<file path="config.mk">
export PLATFORM = sky130hd
export DESIGN_NAME = serial_rx_collector
export DESIGN_NICKNAME = d
export VERILOG_FILES = /design/src/rtl/rx_collector_pkg.sv /design/src/rtl/serial_rx_lane.sv /design/src/rtl/serial_rx_collector.sv
export SDC_FILE = /design/constraint.sdc
export NUM_CORES = 1
export LEC_CHECK = 0
export BUFFER_PORTS_ARGS = -buffer_cell sky130_fd_sc_hd__clkbuf_2
export CAP_MARGIN = 20
export CORE_ASPECT_RATIO = 1.5
export CORE_MARGIN = 2
export CORE_UTILIZATION = 40
export CTS_BUF_LIST = sky130_fd_sc_hd__clkbuf_4
export DETAILED_ROUTE_END_ITERATION = 6
export PLACE_DENSITY = 0.65
export SYNTH_ARGS = -nofsm -noshare
export SYNTH_HDL_FRONTEND = slang
export SYNTH_SLANG_ARGS = --single-unit
export TNS_END_PERCENT = 30
</file>
<file path="constraint.sdc">
create_clock -name clk_out16x -period 4.7 [get_ports clk_out16x]
set_input_delay 0.47 -clock clk_out16x [delete_from_list [all_inputs] [get_ports clk_out16x]]
set_output_delay 0.47 -clock clk_out16x [all_outputs]
set_load 0.02 [all_outputs]
</file>
<file path="src/rtl/rx_collector_pkg.sv">
// Shared types and helpers for the serial receive collector.
// Word width, channel count and the gray-to-binary decode.
package rx_collector_pkg;

  localparam int NUM_CH = 8;
  localparam int WORD_W = 16;
  localparam int CNT_W  = 16;
  localparam int BIT_W  = $clog2(WORD_W);

  typedef logic [2:0] ch_idx_t;

  function automatic logic [WORD_W-1:0] gray2bin(
    input logic [WORD_W-1:0] g
  );
    logic [WORD_W-1:0] b;
    b[WORD_W-1] = g[WORD_W-1];
    for (int k = WORD_W - 2; k >= 0; k--) begin
      b[k] = b[k+1] ^ g[k];
    end
    return b;
  endfunction

endpackage

</file>
<file path="src/rtl/serial_rx_lane.sv">
// One receive lane: deserialiser, fragment detect, holding register.
// Decode selected by RX_GRAY_DECODE_EN (raw gray word when undefined).
module serial_rx_lane
  import rx_collector_pkg::*;
(
  input  logic              clk,
  input  logic              rst_n,
  input  logic              data_bit,
  input  logic              data_vld,
  input  logic              grant,
  output logic              hold_valid,
  output logic [WORD_W-1:0] hold_data,
  output logic              ovf_evt,
  output logic              frag_evt
);

  localparam logic [BIT_W-1:0] LAST = BIT_W'(WORD_W - 1);

  logic [WORD_W-1:0] shreg;
  logic [WORD_W-1:0] word_q;
  logic [WORD_W-1:0] dec_word;
  logic [BIT_W-1:0]  bitcnt;
  logic              done_q;

`ifdef RX_GRAY_DECODE_EN
  assign dec_word = gray2bin(word_q);
`else
  assign dec_word = word_q;
`endif

  // bitcnt is only nonzero while vld stays high, so low here is a drop
  assign frag_evt = !data_vld && (bitcnt != '0);
  assign ovf_evt  = done_q && hold_valid && !grant;

  // Shift in MSB first; capture finished words for the next cycle
  always_ff @(posedge clk or negedge rst_n) begin
    if (!rst_n) begin
      shreg  <= '0;
      word_q <= '0;
      bitcnt <= '0;
      done_q <= 1'b0;
    end else begin
      done_q <= 1'b0;
      if (data_vld) begin
        shreg <= {shreg[WORD_W-2:0], data_bit};
        if (bitcnt == LAST) begin
          bitcnt <= '0;
          word_q <= {shreg[WORD_W-2:0], data_bit};
          done_q <= 1'b1;
        end else begin
          bitcnt <= bitcnt + BIT_W'(1);
        end
      end else if (frag_evt) begin
        shreg  <= '0;
        bitcnt <= '0;
      end
    end
  end

  // Holding register; a word arriving while full and ungranted is lost
  always_ff @(posedge clk or negedge rst_n) begin
    if (!rst_n) begin
      hold_valid <= 1'b0;
      hold_data  <= '0;
    end else begin
      if (grant) begin
        hold_valid <= 1'b0;
      end
      if (done_q && (!hold_valid || grant)) begin
        hold_valid <= 1'b1;
        hold_data  <= dec_word;
      end
    end
  end

endmodule

</file>
<file path="src/rtl/serial_rx_collector.sv">
// Merges NUM_CH serial lanes into one valid/ready word stream.
// Gray decode in the lanes is enabled by RX_GRAY_DECODE_EN.
module serial_rx_collector
  import rx_collector_pkg::*;
(
  input  logic              clk_out16x,
  input  logic              rst_n,
  input  logic [NUM_CH-1:0] data_out_ch,
  input  logic [NUM_CH-1:0] data_vld_ch,
  input  logic              rx_ready,
  input  logic              err_clr,
  output logic [WORD_W-1:0] rx_data,
  output ch_idx_t           rx_ch,
  output logic              rx_valid,
  output logic [CNT_W-1:0]  word_count,
  output logic              ovf_err,
  output logic              frag_err
);

  logic [NUM_CH-1:0] hold_valid;
  logic [WORD_W-1:0] hold_data [NUM_CH];
  logic [NUM_CH-1:0] ovf_evt;
  logic [NUM_CH-1:0] frag_evt;
  logic [NUM_CH-1:0] grant;
  ch_idx_t           rr_ptr;
  ch_idx_t           scan_idx;
  ch_idx_t           gnt_idx;
  logic              gnt_found;
  logic              load_en;

  for (genvar i = 0; i < NUM_CH; i++) begin : g_lane
    serial_rx_lane u_lane (
      .clk        (clk_out16x),
      .rst_n      (rst_n),
      .data_bit   (data_out_ch[i]),
      .data_vld   (data_vld_ch[i]),
      .grant      (grant[i]),
      .hold_valid (hold_valid[i]),
      .hold_data  (hold_data[i]),
      .ovf_evt    (ovf_evt[i]),
      .frag_evt   (frag_evt[i])
    );
  end

  // Round-robin pick of the first pending lane at or after rr_ptr
  always_comb begin
    gnt_found = 1'b0;
    gnt_idx   = rr_ptr;
    scan_idx  = rr_ptr;
    grant     = '0;
    load_en   = !rx_valid || rx_ready;
    for (int k = 0; k < NUM_CH; k++) begin
      scan_idx = rr_ptr + ch_idx_t'(k);
      if (!gnt_found && hold_valid[scan_idx]) begin
        gnt_found = 1'b1;
        gnt_idx   = scan_idx;
      end
    end
    if (load_en && gnt_found) begin
      grant[gnt_idx] = 1'b1;
    end
  end

  // Output register, held stable while stalled
  always_ff @(posedge clk_out16x or negedge rst_n) begin
    if (!rst_n) begin
      rx_valid <= 1'b0;
      rx_data  <= '0;
      rx_ch    <= '0;
      rr_ptr   <= '0;
    end else if (load_en) begin
      rx_valid <= gnt_found;
      if (gnt_found) begin
        rx_data <= hold_data[gnt_idx];
        rx_ch   <= gnt_idx;
        rr_ptr  <= gnt_idx + ch_idx_t'(1);
      end
    end
  end

  // Count completed handshakes, wrapping naturally
  always_ff @(posedge clk_out16x or negedge rst_n) begin
    if (!rst_n) begin
      word_count <= '0;
    end else if (rx_valid && rx_ready) begin
      word_count <= word_count + CNT_W'(1);
    end
  end

  // Sticky error flags; a new event beats a simultaneous clear
  always_ff @(posedge clk_out16x or negedge rst_n) begin
    if (!rst_n) begin
      ovf_err  <= 1'b0;
      frag_err <= 1'b0;
    end else begin
      ovf_err  <= (ovf_err && !err_clr) || (|ovf_evt);
      frag_err <= (frag_err && !err_clr) || (|frag_evt);
    end
  end

endmodule

</file>
Word level (Yosys, flattened, before mapping)
Index checks and enable logic that the tools add are counted.
{"block": "totals", "ff_bits": 465, "out_inout_bits": 38}
{"block": "op_classes", "eq_ne": 8, "mux": 109, "add_sub_neg": 17, "magnitude_cmp": 11, "reduce_logical": 123, "bitwise": 1}
{"cell": "$mux W15", "n": 16}
{"cell": "$mux W4", "n": 24}
{"cell": "$mux W1", "n": 49}
{"cell": "$bmux W16 S3", "n": 1}
{"cell": "$logic_and A1 B1 Y1", "n": 44}
{"cell": "$lt A3 B4 Y1 const B", "n": 9}
{"cell": "$logic_not A1 Y1", "n": 33}
{"cell": "$add A4 B1 Y4 const B", "n": 8}
{"cell": "$eq A4 B4 Y1 const B", "n": 8}
{"cell": "$mux W16", "n": 2}
{"cell": "$reduce_bool A2 Y1", "n": 16}
{"cell": "$reduce_bool A4 Y1", "n": 8}
{"cell": "$bmux W1 S3", "n": 8}
{"cell": "$mux W3", "n": 7}
{"cell": "$reduce_and A2 Y1", "n": 9}
{"cell": "$add A16 B1 Y16 const B", "n": 1}
{"cell": "$reduce_or A8 Y1", "n": 2}
{"cell": "$add A3 B3 Y3 const B", "n": 4}
{"cell": "$logic_or A1 B1 Y1", "n": 11}
{"cell": "$mux W8", "n": 1}
{"cell": "$add A3 B1 Y3 const B", "n": 2}
{"cell": "$add A3 B2 Y3 const B", "n": 2}
{"cell": "$ge A4 B4 Y1 const B", "n": 1}
{"cell": "$not A3 Y4", "n": 1}
{"cell": "2 further kinds", "n": 2}

Longest topological paths before layout
{"block": "depth", "depth_word": 33, "ltp_mapped": 18}

Cells and area by module
Synthesis repeated with hierarchy kept, for this count alone.
{"block": "unflattened", "hier_cells": 1851, "area_unflattened_um2": 21550.7}
{"module": "serial_rx_lane", "seq_area_each_um2": 1326.3, "area_per_inst_um2": 2135.8, "instances": 8, "cells_per_inst": 165}
{"module": "serial_rx_collector", "seq_area_each_um2": 1026.0, "area_per_inst_um2": 4464.3, "instances": 1, "cells_per_inst": 531}

Least setup slack after synthesis
Ideal clock, no wire load.
{"block": "synth_timing", "path_kind": "flip-flop to flip-flop", "from": "reg rr_ptr[1]", "to": "reg g_lane[4].u_lane.hold_data[10]", "stages_incl_launch_ff": 15, "arrival_ns": 4.273, "n_path_buf": 4, "slack_ns": 0.300, "setup_time_ns": 0.128, "cell_sequence": "dfrtp_1 > buf_1 > clkinv_1 > ha_1 > clkbuf_1 > mux4_2 > and3_1 > o311ai_1 > a21oi_1 > or2_1 > buf_6 > and4_1 > o21ai_2 > buf_4 > mux2_1"}
{"block": "synth_between", "elab_chain_cells": 31, "elab_cells_between_ends": 61, "cone_classes": "add/sub: 7; order compare: 2; mux: 34; reduce/logical: 18"}
{"item": "from (decl)", "line": "serial_rx_collector.sv:25", "source": "ch_idx_t rr_ptr;"}
{"item": "from (signal assigned)", "line": "serial_rx_collector.sv:76", "source": "rr_ptr <= gnt_idx + ch_idx_t'(1);"}
{"item": "parallel branches: the longest is 28 deep, another holds $add A3 B1 Y3"}
{"item": "$mux W8 *", "line": "serial_rx_collector.sv:59", "source": "if (load_en && gnt_found) begin"}
{"item": "$logic_or A1 B1 Y1 *", "line": "serial_rx_lane.sv:69", "source": "if (done_q && (!hold_valid || grant)) begin"}
{"item": "$logic_and A1 B1 Y1 *", "line": "serial_rx_lane.sv:69"}
{"item": "to (signal assigned)", "line": "serial_rx_lane.sv:71", "source": "hold_data <= dec_word;"}
{"item": "to (decl)", "line": "serial_rx_lane.sv:12", "source": "output logic [WORD_W-1:0] hold_data,"}
Every way passes the cells marked *. The select of a mux whose other input is x is not followed.
A chain may end at the register's enable or synchronous reset.

Final worst setup path
{"block": "layout_timing", "from": "reg rr_ptr[0]", "to": "reg g_lane[0].u_lane.hold_data[6]"}
{"block": "layout_between", "elab_chain_cells": 31, "elab_cells_between_ends": 61, "cone_classes": "add/sub: 7; order compare: 2; mux: 34; reduce/logical: 18"}
{"item": "parallel branches: the longest is 28 deep, another holds $add A3 B1 Y3"}
{"item": "$mux W8 *", "line": "serial_rx_collector.sv:59"}
{"item": "$logic_or A1 B1 Y1 *", "line": "serial_rx_lane.sv:69"}
{"item": "$logic_and A1 B1 Y1 *", "line": "serial_rx_lane.sv:69"}
{"item": "to (signal assigned)", "line": "serial_rx_lane.sv:71"}
{"item": "to (decl)", "line": "serial_rx_lane.sv:12"}
Marks and branches as above.

==> run_results.csv <==
group,metric,value,unit
status,status,"complete, no violations",
setup_path,path_max_fanout,16,
route,route.detailed.drc,0,
power,p_leak,11.5,nW
cells_and_area,area_growth,12.4,%
yosys,synth-seq-area-share,58.4,%
worst_hold_path,whs_path_depth,4,
place,placed_cells,2314,
place,placed_area,20900,sq um
cells_and_area,finalInstanceArea,22400,sq um
clock_tree,cts_tree,"built",
power,power_density,535,nW/um^2
setup_path,reg2regPathDepth,11,
floorplan,die_area,51700,sq um
floorplan,core-area,49400,sq um
power,fin_total_pwr,12.0,mW
cells_and_area,mostFrequentLayoutCells,"dfrtp_1 (465), nand2_1 (434), clkbuf_4 (147)",
cells_and_area,finalNetCount,1807,
route,met1Wirelength,18.6,mm
place,dp_hpwl,34.5,mm
clock_tree,cts.clk_slew.worst_paths,80,ps
setup_path,crit_path_end_kind,"flip-flop",
global_routing,grt_usage,19.2,%
setup_path,worstPathRequired,5370,ps
yosys,syn_avg_cell_area,12.1,sq um
power,peakVddDrop,0.559,mV
floorplan,die_h,277,microns
setup_path,r2r-start,"rr_ptr[0]",
timing,rsz0062_at_grt,"true",
timing,hold_viol_final,0,
worst_hold_path,hold_path_end,"ovf_err",
timing,finalCriticalPeriod,4490,ps
route,highest_layer,"met4",
yosys,synthesis.nets,1684,
yosys,ys_ff_latch,465,
floorplan,die_w,186,microns
setup_path,r2r_end,"g_lane[0].u_lane.hold_data[6]",
timing,finClkSkew,37.6,ps
worst_hold_path,min_path_type,"input pin to flip-flop",
clock_tree,htree_levels,3,
yosys,async_flop_share,100,%
global_routing,grt_pass1_wl,76.6,mm
setup_path,crit_start,"rr_ptr[0]",
setup_path,arrival,5160,ps
clock_tree,post_cts_buffers,0,
yosys,ys_warn_count,0,
timing,slew_headroom,28.2,%
clock_tree,clk_latency,820,ps
route,vias,13100,
route,dr.pass1.iters,5,
global_routing,grt_pass1_vias,13800,
global_routing,grt_overflow_total,0,
timing,drv_slew,0,
timing,hold_slack,187,ps
floorplan,rows,100,
place,gp_congestion,0.869,
timing,period_share,95.5,%
route,vias_per_cell,5.24,
worst_hold_path,holdCritStartpoint,"err_clr",
setup_path,critPathKind,"flip-flop to flip-flop",
yosys,yosys_most_used_dff,"dfrtp_1",
clock_tree,clk_path_buf_depth,3,
global_routing,grt_max_degree,113,
route,drt_wl_total,48.0,mm
yosys,syn_inst,1645,
setup_path,r2r_setup_slack,210,ps
route,postRouteAntennaNets,0,
clock_tree,cts_buffers,105,
timing,worst_slack,214,ps
route,wl_met3,1.63,mm
place,pre_cts_ws,145,ps
global_routing,antenna_found_initial,2,
setup_path,crit_path_start_kind,"flip-flop",
clock_tree,clock_sinks,465,
cells_and_area,final_common_cell,"dfrtp_1",
timing,max_freq,223,MHz
yosys,netlist_area,19900,sq um
floorplan,ios,58,
run,timing.max_cap.violations,0,
cells_and_area,final_cells,2509,
route,drtIter0Drc,838,
place,io_buffers,57,
floorplan,start_util,40.3,%
yosys,synth_edf_count,0,
clock_tree,root_buffer,"clkbuf_4",
route,wl_met2,25.1,mm
cells_and_area,final_layout_size_suffix_gt1_share,20.3,%
timing,worst_pin_slew,1070,ps
timing,setup_viol,0,
route,routedWlPerCell,19.1,microns
yosys,ys_types,67,
## worst max path at each step
stage	endpoint
final	g_lane[0].u_lane.hold_data[6]
after global routing	g_lane[6].u_lane.hold_data[15]
after CTS	g_lane[3].u_lane.hold_data[7]
after detailed placement	g_lane[3].u_lane.hold_data[15]
after global placement	g_lane[3].u_lane.hold_data[14]
after floorplan	g_lane[4].u_lane.hold_data[10]
## kinds of logic (layout without fill, tap and decap cells)
group,count (synthesis),count (layout),synth area share [%]
simple gates,562,562,11.8
flops,465,465,58.4
compound gates,232,232,9.47
mux,212,212,15.0
buf+inv,128,327,2.98
xor+xnor,27,27,1.22
fa+ha+maj,19,19,1.19
other cells,0,2,0
## synth_stat cells (20+ instances only)
cell type	n	area, sq um
a22o_1	131	1150
clkbuf_1	58	218
dfrtp_1	465	11600
inv_1	36	135
mux2_1	77	867
mux2_2	32	360
mux2_4	30	450
mux2i_1	27	270
mux4_2	46	1040
nand2_1	434	1630
nor2_1	21	78.8
nor3_1	20	100
## final cells by class
class | instances | area, sq um
Antenna cell | 2 | 5.00
Clock buffer | 147 | 1100
Clock inverter | 36 | 249
Fill cell | 4558 | 27000
Inverter | 45 | 169
Multi-Input combinational cell | 1052 | 7740
Sequential cell | 465 | 11600
Tap cell | 663 | 830
Timing Repair Buffer | 99 | 677
## metrics by stage
stage | TNS (ps) | util (%)
floorplan | 0 | -
global placement | 0 | 42.3
detailed placement | 0 | 42.3
CTS | 0 | 45.2
global route | -1180 | 45.3
finish | 0 | 45.3
## flip-flops by register name, summed over array words and instances, names as in the netlist, 3 cells and up
| register | count |
|---|---|
| g_lane.u_lane.bitcnt | 32 |
| rr_ptr | 3 |
| g_lane.u_lane.hold_valid | 8 |
| rx_data | 16 |
| g_lane.u_lane.shreg | 120 |
| word_count | 16 |
| g_lane.u_lane.dec_word | 128 |
| g_lane.u_lane.hold_data | 128 |
| rx_ch | 3 |
| g_lane.u_lane.done_q | 8 |
## critical path, cell delays in order (launching register included)
cell,delay [ps]
dfrtp_1,580
inv_1,150
ha_1,330
inv_1,230
mux4_2,620
o32ai_4,320
and3_1,370
a32oi_1,110
or2_1,350
o41ai_2,640
nand2_4,290
mux2_4,370
## routing by layer
| layer | up-vias | track usage [%] |
|---|---|---|
| met2 | 272 | 33.6 |
| met4 | 0 | 10.6 |
| met3 | 116 | 3.66 |
| li1 | 6073 | - |
| met5 | - | 0 |
| met1 | 6680 | 21.7 |
## repair_timing
item                                    CTS  global route
hold buffers                             10             0
hold endpoints to repair                113             0
endpoints found under the setup margin    0            77
gates resized for setup                   0             6
## report_power, final
| part | internal (mW) | switching [mW] | total (mW) |
|---|---|---|---|
| combinational | 1.65 | 2.57 | 4.22 |
| clock | 1.66 | 1.57 | 3.23 |
| sequential | 4.24 | 0.299 | 4.54 |
| total | 7.55 | 4.44 | 12.0 |
(Power assumes the default switching activity.)
